==> src/rtl/atm_dec_pkg.sv <==
// Shared types and constants for the ATM control-path one-hot strobe decoder.
// Latency: n/a (declarations only).
// Backpressure: n/a.
package atm_dec_pkg;

  typedef enum logic [0:0] {
    IDLE   = 1'b0,
    ACTIVE = 1'b1
  } state_t;

  localparam int MODE_LEVEL    = 0;
  localparam int MODE_PULSE    = 1;
  localparam int PULSE_LEN_MAX = 255;

endpackage

==> src/rtl/onehot_dec.sv <==
// Combinational binary-to-one-hot decode with an in-range flag.
// Latency: zero cycles (pure combinational).
// Backpressure: none; out-of-range codes decode to all-zero with in_range low.
module onehot_dec
  import atm_dec_pkg::*;
#(
  parameter int SEL_W   = 4,
  parameter int NUM_OUT = 16
) (
  input  logic [SEL_W-1:0]   sel,
  output logic [NUM_OUT-1:0] onehot,
  output logic               in_range
);

  // Compare one bit wider than SEL so NUM_OUT = 2**SEL_W still fits.
  localparam logic [SEL_W:0] LIMIT = (SEL_W+1)'(NUM_OUT);

  logic [SEL_W:0] sel_ext;
  assign sel_ext = {1'b0, sel};

  // Decode each line independently; out-of-range codes match no line.
  always_comb begin
    onehot = '0;
    for (int i = 0; i < NUM_OUT; i++) begin
      onehot[i] = (sel_ext == (SEL_W+1)'(i));
    end
    in_range = (sel_ext < LIMIT);
  end

endmodule

==> src/rtl/onehot_strobe_decoder.sv <==
// Registered select-to-one-hot driver with level (hold) or pulse (strobe) output.
// Latency: command accepted at an edge shows on Y/ERR right after that edge.
// Backpressure: READY low while a strobe runs; LOAD is ignored (not queued) then.
module onehot_strobe_decoder
  import atm_dec_pkg::*;
#(
  parameter int SEL_W     = 4,
  parameter int NUM_OUT   = 16,
  parameter int MODE      = 0,
  parameter int PULSE_LEN = 1
) (
  input  logic               CLK,
  input  logic               RST,
  input  logic               EN,
  input  logic               CLR,
  input  logic               LOAD,
  input  logic [SEL_W-1:0]   SEL,
  output logic               READY,
  output logic [NUM_OUT-1:0] Y,
  output logic               BUSY,
  output logic               ERR
);

  localparam int CNT_RAW = $clog2(PULSE_LEN + 1);
  localparam int CNT_W   = (CNT_RAW < 1) ? 1 : CNT_RAW;

  // Elaboration-time parameter range checks.
  if (SEL_W < 1 || SEL_W > 8) begin : g_bad_sel_w
    $error("onehot_strobe_decoder: SEL_W must be 1..8");
  end
  if (NUM_OUT < 2 || NUM_OUT > (1 << SEL_W)) begin : g_bad_num_out
    $error("onehot_strobe_decoder: NUM_OUT must be 2..2**SEL_W");
  end
  if (MODE != MODE_LEVEL && MODE != MODE_PULSE) begin : g_bad_mode
    $error("onehot_strobe_decoder: MODE must be 0 or 1");
  end
  if (PULSE_LEN < 1 || PULSE_LEN > PULSE_LEN_MAX) begin : g_bad_pulse_len
    $error("onehot_strobe_decoder: PULSE_LEN must be 1..255");
  end

  state_t             state;
  logic [CNT_W-1:0]   cnt;
  logic [NUM_OUT-1:0] dec_y;
  logic               in_range;
  logic               accept;

  onehot_dec #(
    .SEL_W   (SEL_W),
    .NUM_OUT (NUM_OUT)
  ) u_dec (
    .sel      (SEL),
    .onehot   (dec_y),
    .in_range (in_range)
  );

  // READY is the only output decoded straight from state.
  assign READY  = (state == IDLE);
  assign accept = LOAD & READY & ~CLR;

  // Command capture, strobe countdown and clear/reset handling.
  always_ff @(posedge CLK) begin
    if (RST || CLR) begin
      state <= IDLE;
      cnt   <= '0;
      Y     <= '0;
      BUSY  <= 1'b0;
      ERR   <= 1'b0;
    end else begin
      ERR <= 1'b0;
      if (accept) begin
        if (!in_range) begin
          // Bad code: flag it, drop any held line, leave the FSM alone.
          Y   <= '0;
          ERR <= 1'b1;
        end else if (!EN) begin
          Y <= '0;
        end else begin
          Y <= dec_y;
          if (MODE == MODE_PULSE) begin
            state <= ACTIVE;
            BUSY  <= 1'b1;
            cnt   <= CNT_W'(PULSE_LEN - 1);
          end
        end
      end else if (state == ACTIVE) begin
        // Counter holds the number of further cycles Y stays high.
        if (cnt == '0) begin
          Y     <= '0;
          state <= IDLE;
          BUSY  <= 1'b0;
        end else begin
          cnt <= cnt - CNT_W'(1);
        end
      end
    end
  end

endmodule

==> config.mk <==
export PLATFORM = sky130hd
export DESIGN_NAME = onehot_strobe_decoder
export DESIGN_NICKNAME = d
export VERILOG_FILES = /design/src/rtl/atm_dec_pkg.sv /design/src/rtl/onehot_dec.sv /design/src/rtl/onehot_strobe_decoder.sv
export SDC_FILE = /design/constraint.sdc
export NUM_CORES = 1
export LEC_CHECK = 0
export ABC_CLOCK_PERIOD_IN_PS = 810
export BUFFER_PORTS_ARGS = -buffer_cell sky130_fd_sc_hd__clkbuf_2
export CORE_MARGIN = 2
export CORE_UTILIZATION = 40
export CTS_BUF_LIST = sky130_fd_sc_hd__clkbuf_2 sky130_fd_sc_hd__clkbuf_4 sky130_fd_sc_hd__clkbuf_8
export CTS_CLUSTER_DIAMETER = 200
export DETAILED_ROUTE_END_ITERATION = 16
export PLACE_DENSITY = 0.81
export RECOVER_POWER = 50
export REMOVE_ABC_BUFFERS = 1
export SYNTH_ARGS = -nofsm -noshare
export SYNTH_HDL_FRONTEND = slang
export SYNTH_SLANG_ARGS = --single-unit
==> constraint.sdc <==
create_clock -name CLK -period 0.81 [get_ports CLK]
set_clock_uncertainty 0.05 [all_clocks]
set_input_delay 0.1215 -clock CLK [delete_from_list [all_inputs] [get_ports CLK]]
set_output_delay 0.1215 -clock CLK [all_outputs]
set_load 0.005 [all_outputs]
* Word level (Yosys, flattened, before mapping)
Index checks and enable logic that the tools add are counted.
** Storage, ports and cells
- Memories kept :: 0
- Bits of input ports :: 9
- Bits in latches :: 0
- Memory bits (writable) :: 0
- ROM bits :: 0
- Register bits after elaboration :: 19
** Operators by class
- Shifts and indexed selects :: 0
- Equal/unequal tests :: 16
- Add/subtract/negate cells :: 1
- Reduce and logical (&&, ||, !) cells :: 6
- $lt $le $gt $ge :: 1
- Bitwise operators :: 5
- Multiplexer cells :: 9
- Divide/modulo/power cells :: 0
- $mul :: 0
** Operators with widths (count)
- 2-to-1 mux 16 bit :: 5
- equality test 4 bit, second input constant :: 8
- equality test 4 x 3 -> 1 bit, second input constant :: 4
- equality test 4 x 2 -> 1 bit, second input constant :: 2
- logical NOT 5 bit :: 1
- less-than comparator 4 x 5 -> 1 bit, second input constant :: 1
- equality test 4 x 1 -> 1 bit, second input constant :: 1
- 2-to-1 mux 1 bit :: 4
- AND reduction 2 bit :: 2
- NOT 1 bit :: 3
- bitwise AND 1 bit :: 2
- inequality test 2 x 1 -> 1 bit, second input constant :: 1
- nonzero test 2 bit :: 1
- OR reduction 2 bit :: 1
- logical OR 1 bit :: 1
- subtractor 1 bit, second input constant :: 1

* Longest topological paths before layout
- Word-level depth :: 5
- Depth in mapped cells :: 5

* Hierarchy
From an unflattened synthesis, not the netlist that was laid out.
** Second synthesis, totals
- Cell total of the unflattened synthesis :: 85
- Area total of the unflattened synthesis :: 968.4 µm²
** By module, submodules not included
- onehot_strobe_decoder :: times used 1, cells an instance 63, sequential area each 340.3 µm², area an instance 730.7 µm²
- onehot_dec :: times used 1, cells an instance 22, sequential area each 0.0 µm², area an instance 237.7 µm²

* Worst setup path after synthesis
No wires, ideal clock.
- Path type :: input port to flip-flop
- Start :: input port CLR
- End :: register Y[10]
- Setup slack :: -44 ps
- Library setup time :: 116 ps
- Arrival :: 688 ps
- Required time :: 644 ps
- Cell stages on the path :: 5
- Path buffers :: 2
- Cells stage by stage :: nand2b_1 > buf_2 > buf_6 > a32oi_1 > nor2_1
** Between the ends
- Word-level cells in the longest chain between the ends :: 4
** RTL lines
- from (decl) :: line onehot_strobe_decoder.sv:15 : input logic CLR,
- NOT 1 bit :: line onehot_strobe_decoder.sv:58 : assign accept = LOAD & READY & ~CLR;
- bitwise AND 1 bit :: line onehot_strobe_decoder.sv:58
- inequality test 2 x 1 -> 1 bit (no line) or nonzero test 2 bit (tied branches)
- AND reduction 2 bit (no line)
- to (signal assigned) :: line onehot_strobe_decoder.sv:78 : Y <= dec_y;
- to (decl) :: line onehot_strobe_decoder.sv:19 : output logic [NUM_OUT-1:0] Y,
Several ways; a longest one is shown, not always the timed one.
A chain may end at the register's enable or synchronous reset.

* Final worst setup path
- Start :: register Y[1]
- End :: output port Y[1]
No word-level cell between the ends.

==> metrics.txt <==
outcome finished, violations left; failing checks negative setup slack; y dimension of the die 46.4 um; Least-Margin Pin Slew between 0.5 and 0.6 ns; Avg WL per Cell 11.3 um; fin nets about 110; VDD IR max 0.984 mV; Worst slew margin 64.9%; Critical Path, Cell by Cell clkbuf_2; WS Path Type reg -> out; Yosys top cell by area dfxtp_1; crit path max-delay cell type dfxtp_2; FP Rows 15; top-count cell post-synth dfxtp_1; post-synth top area share 44.5%; via count 640; Port Buf Inserts 24; TritonRoute pass-1 iters 4; pin count of the biggest net entering global routing 17; unrepaired setup endpoints after global routing yes; Synth Instances 76; post-route minimum period 0.916 ns; CP max stage delay 0.35 ns; CTS tree done; remaining global-route overflow 0; fmax between 1 and 1.5 GHz; first-pass GRT wire length roughly 2300 um; CTS Buffer Depth 2; sequential fraction of the synthesis area 44.5%; delay-heaviest family, CP flip-flops; Setup crit start kind flop; biggest registers after layout Y: 16 flops; Clock transition at path regs around 0.090 ns; Placement Setup Slack -0.261 ns; ys flop type dfxtp_1; CP Capture Type output port; library cells used by synthesis 20; ratio of cells with drive above 1 in the final layout 52.9%; share of flip-flops with an asynchronous set or reset 0%; Clock Sink Count 16; HP Class in -> reg; Routed WL 1430 um; Bufs and invs on worst path 1; EDFF count, synth 0; synth top area cells dfxtp_1 45%, a32oi_1 7.3%, nor2_1 6.8%, a22oi_1 6.3%, buf_6 6.3%; final non-filler cell total 127; Inserted Diodes 0; Tcrit/Tclk final 113%; post-route ant nets 0; iteration-0 DRC count of the detailed router 22; Placed Cells incl. Taps 120; initial antenna violation count 0; Root Buffer Master clkbuf_4; post-synthesis cell area slightly above 700 sq um; Ys Warns 0; setup_tns -1.44 ns; vias in the first global route 543; Worst EP required 0.64 ns; total clock buffers created by CTS 3; vias per cell approximately 5.0; CTS hold repair buffers 0; clk_lat worst skew 0.29 ns; most frequent cells after synthesis 16 x dfxtp_1, 13 x nor2_1, 6 x a22oi_1, 6 x a32oi_1; Crit Path Max Fanout 2; Slew Limit Fails 0; fillers 154; CORE AREA 1710 sq um; Seq cells post-synth 16; hpwl dp 995 um; PD cells between 1500 and 2000 nW/um^2; Largest register FFs 16; Starting Density 42.1%; placer congestion estimate 0.730; Worst Slack Setup Final -0.106 ns; max_cap viols 0; # setup viols final 17; die width 46.4 um; Total GRT Usage 15.0%; residual DRC count 0; total I/O pin count 28; Syn Area/Cell 9.47 sq um; crit path DAT 0.74 ns; Leak 0.000379 uW; Final Hold Slack 0.193 ns; H-tree Lvls 1; die outline area 2150 sq um; Area growth, synth to finish 28.9%; Top reg by flops Y; Final Hold Fails 0
-- path summary, 6_finish.rpt --
check                  endpoint  slack, ns  cells past startpoint               start
max                        Y[1]      -0.11                      1   Y[1]$_SDFFE_PP0P_
min          Y[11]$_SDFFE_PP0P_       0.19                      3              SEL[3]
max reg2reg   Y[6]$_SDFFE_PP0P_      -0.02                      3   Y[6]$_SDFFE_PP0P_
min reg2reg  Y[11]$_SDFFE_PP0P_       0.41                      2  Y[11]$_SDFFE_PP0P_
-- metrics by stage --
stage               util [%]  instance area [sq um]  power, uW
finish                  54.3                    927       1450
global route            54.3                    927       1480
CTS                     52.0                    888       1440
floorplan                  -                    611        855
global placement        48.0                    820        931
detailed placement      48.0                    820        934
-- logic make-up (layout without fill, tap and decap cells) --
family / count (synthesis) / count (layout) / synth area share [%]
other: 2 / 3 / 1.04
DFF: 16 / 16 / 44.5
buffers and inverters: 12 / 37 / 15.7
AOI/OAI and AO/OA: 16 / 16 / 16.3
and+or+nand+nor: 30 / 30 / 22.4
-- power by group --
group / internal [uW] / switching, uW
logic: 55.9 / 75.6
clock network: 274 / 258
registers: 787 / 1.10
-- routing by layer --
metal | track usage [%] | vias up | share of wire (%)
met1 | 17.5 | 290 | 42
met5 | 0 | - | 0
li1 | - | 313 | -
met4 | 6.86 | 0 | 0.84
met3 | 3.14 | 2 | 8.2
met2 | 26.1 | 35 | 48
-- cell usage in the layout, fill, tap and decap left out --
| cell type | count |
|---|---|
| conb_1 | 3 |
| clkbuf_1 | 1 |
| nor3_1 | 1 |
| nand4b_1 | 2 |
| or2_1 | 1 |
| buf_4 | 7 |
| and4b_1 | 1 |
| nand4_1 | 2 |
| clkbuf_4 | 4 |
| nor2_1 | 13 |
| nand2_1 | 4 |
| buf_12 | 1 |
| buf_6 | 4 |
| a32oi_1 | 6 |
| nor2b_1 | 2 |
| dfxtp_2 | 16 |
| and4bb_2 | 1 |
| nor3b_1 | 2 |
| clkbuf_8 | 1 |
| a21oi_1 | 4 |
| a22oi_1 | 5 |
| nand2b_1 | 1 |
| clkbuf_2 | 19 |
| a22oi_2 | 1 |
-- timing repair --
item | 4_1_cts | 5_1_grt
setup endpoints to repair | 16 | 22
buffers inserted | 1 | 2
resized for setup | 17 | 6
-- final cells by class --
class                   instances  area, sq um  area share, %
multi-input cells              49          295           31.8
repair buffers                 33          224           24.2
clock buffers                   4         36.3           3.91
well taps                      25         31.3           3.37
flip-flops and latches         16          340           36.7
Note: power is estimated with default switching activity, not from simulation.
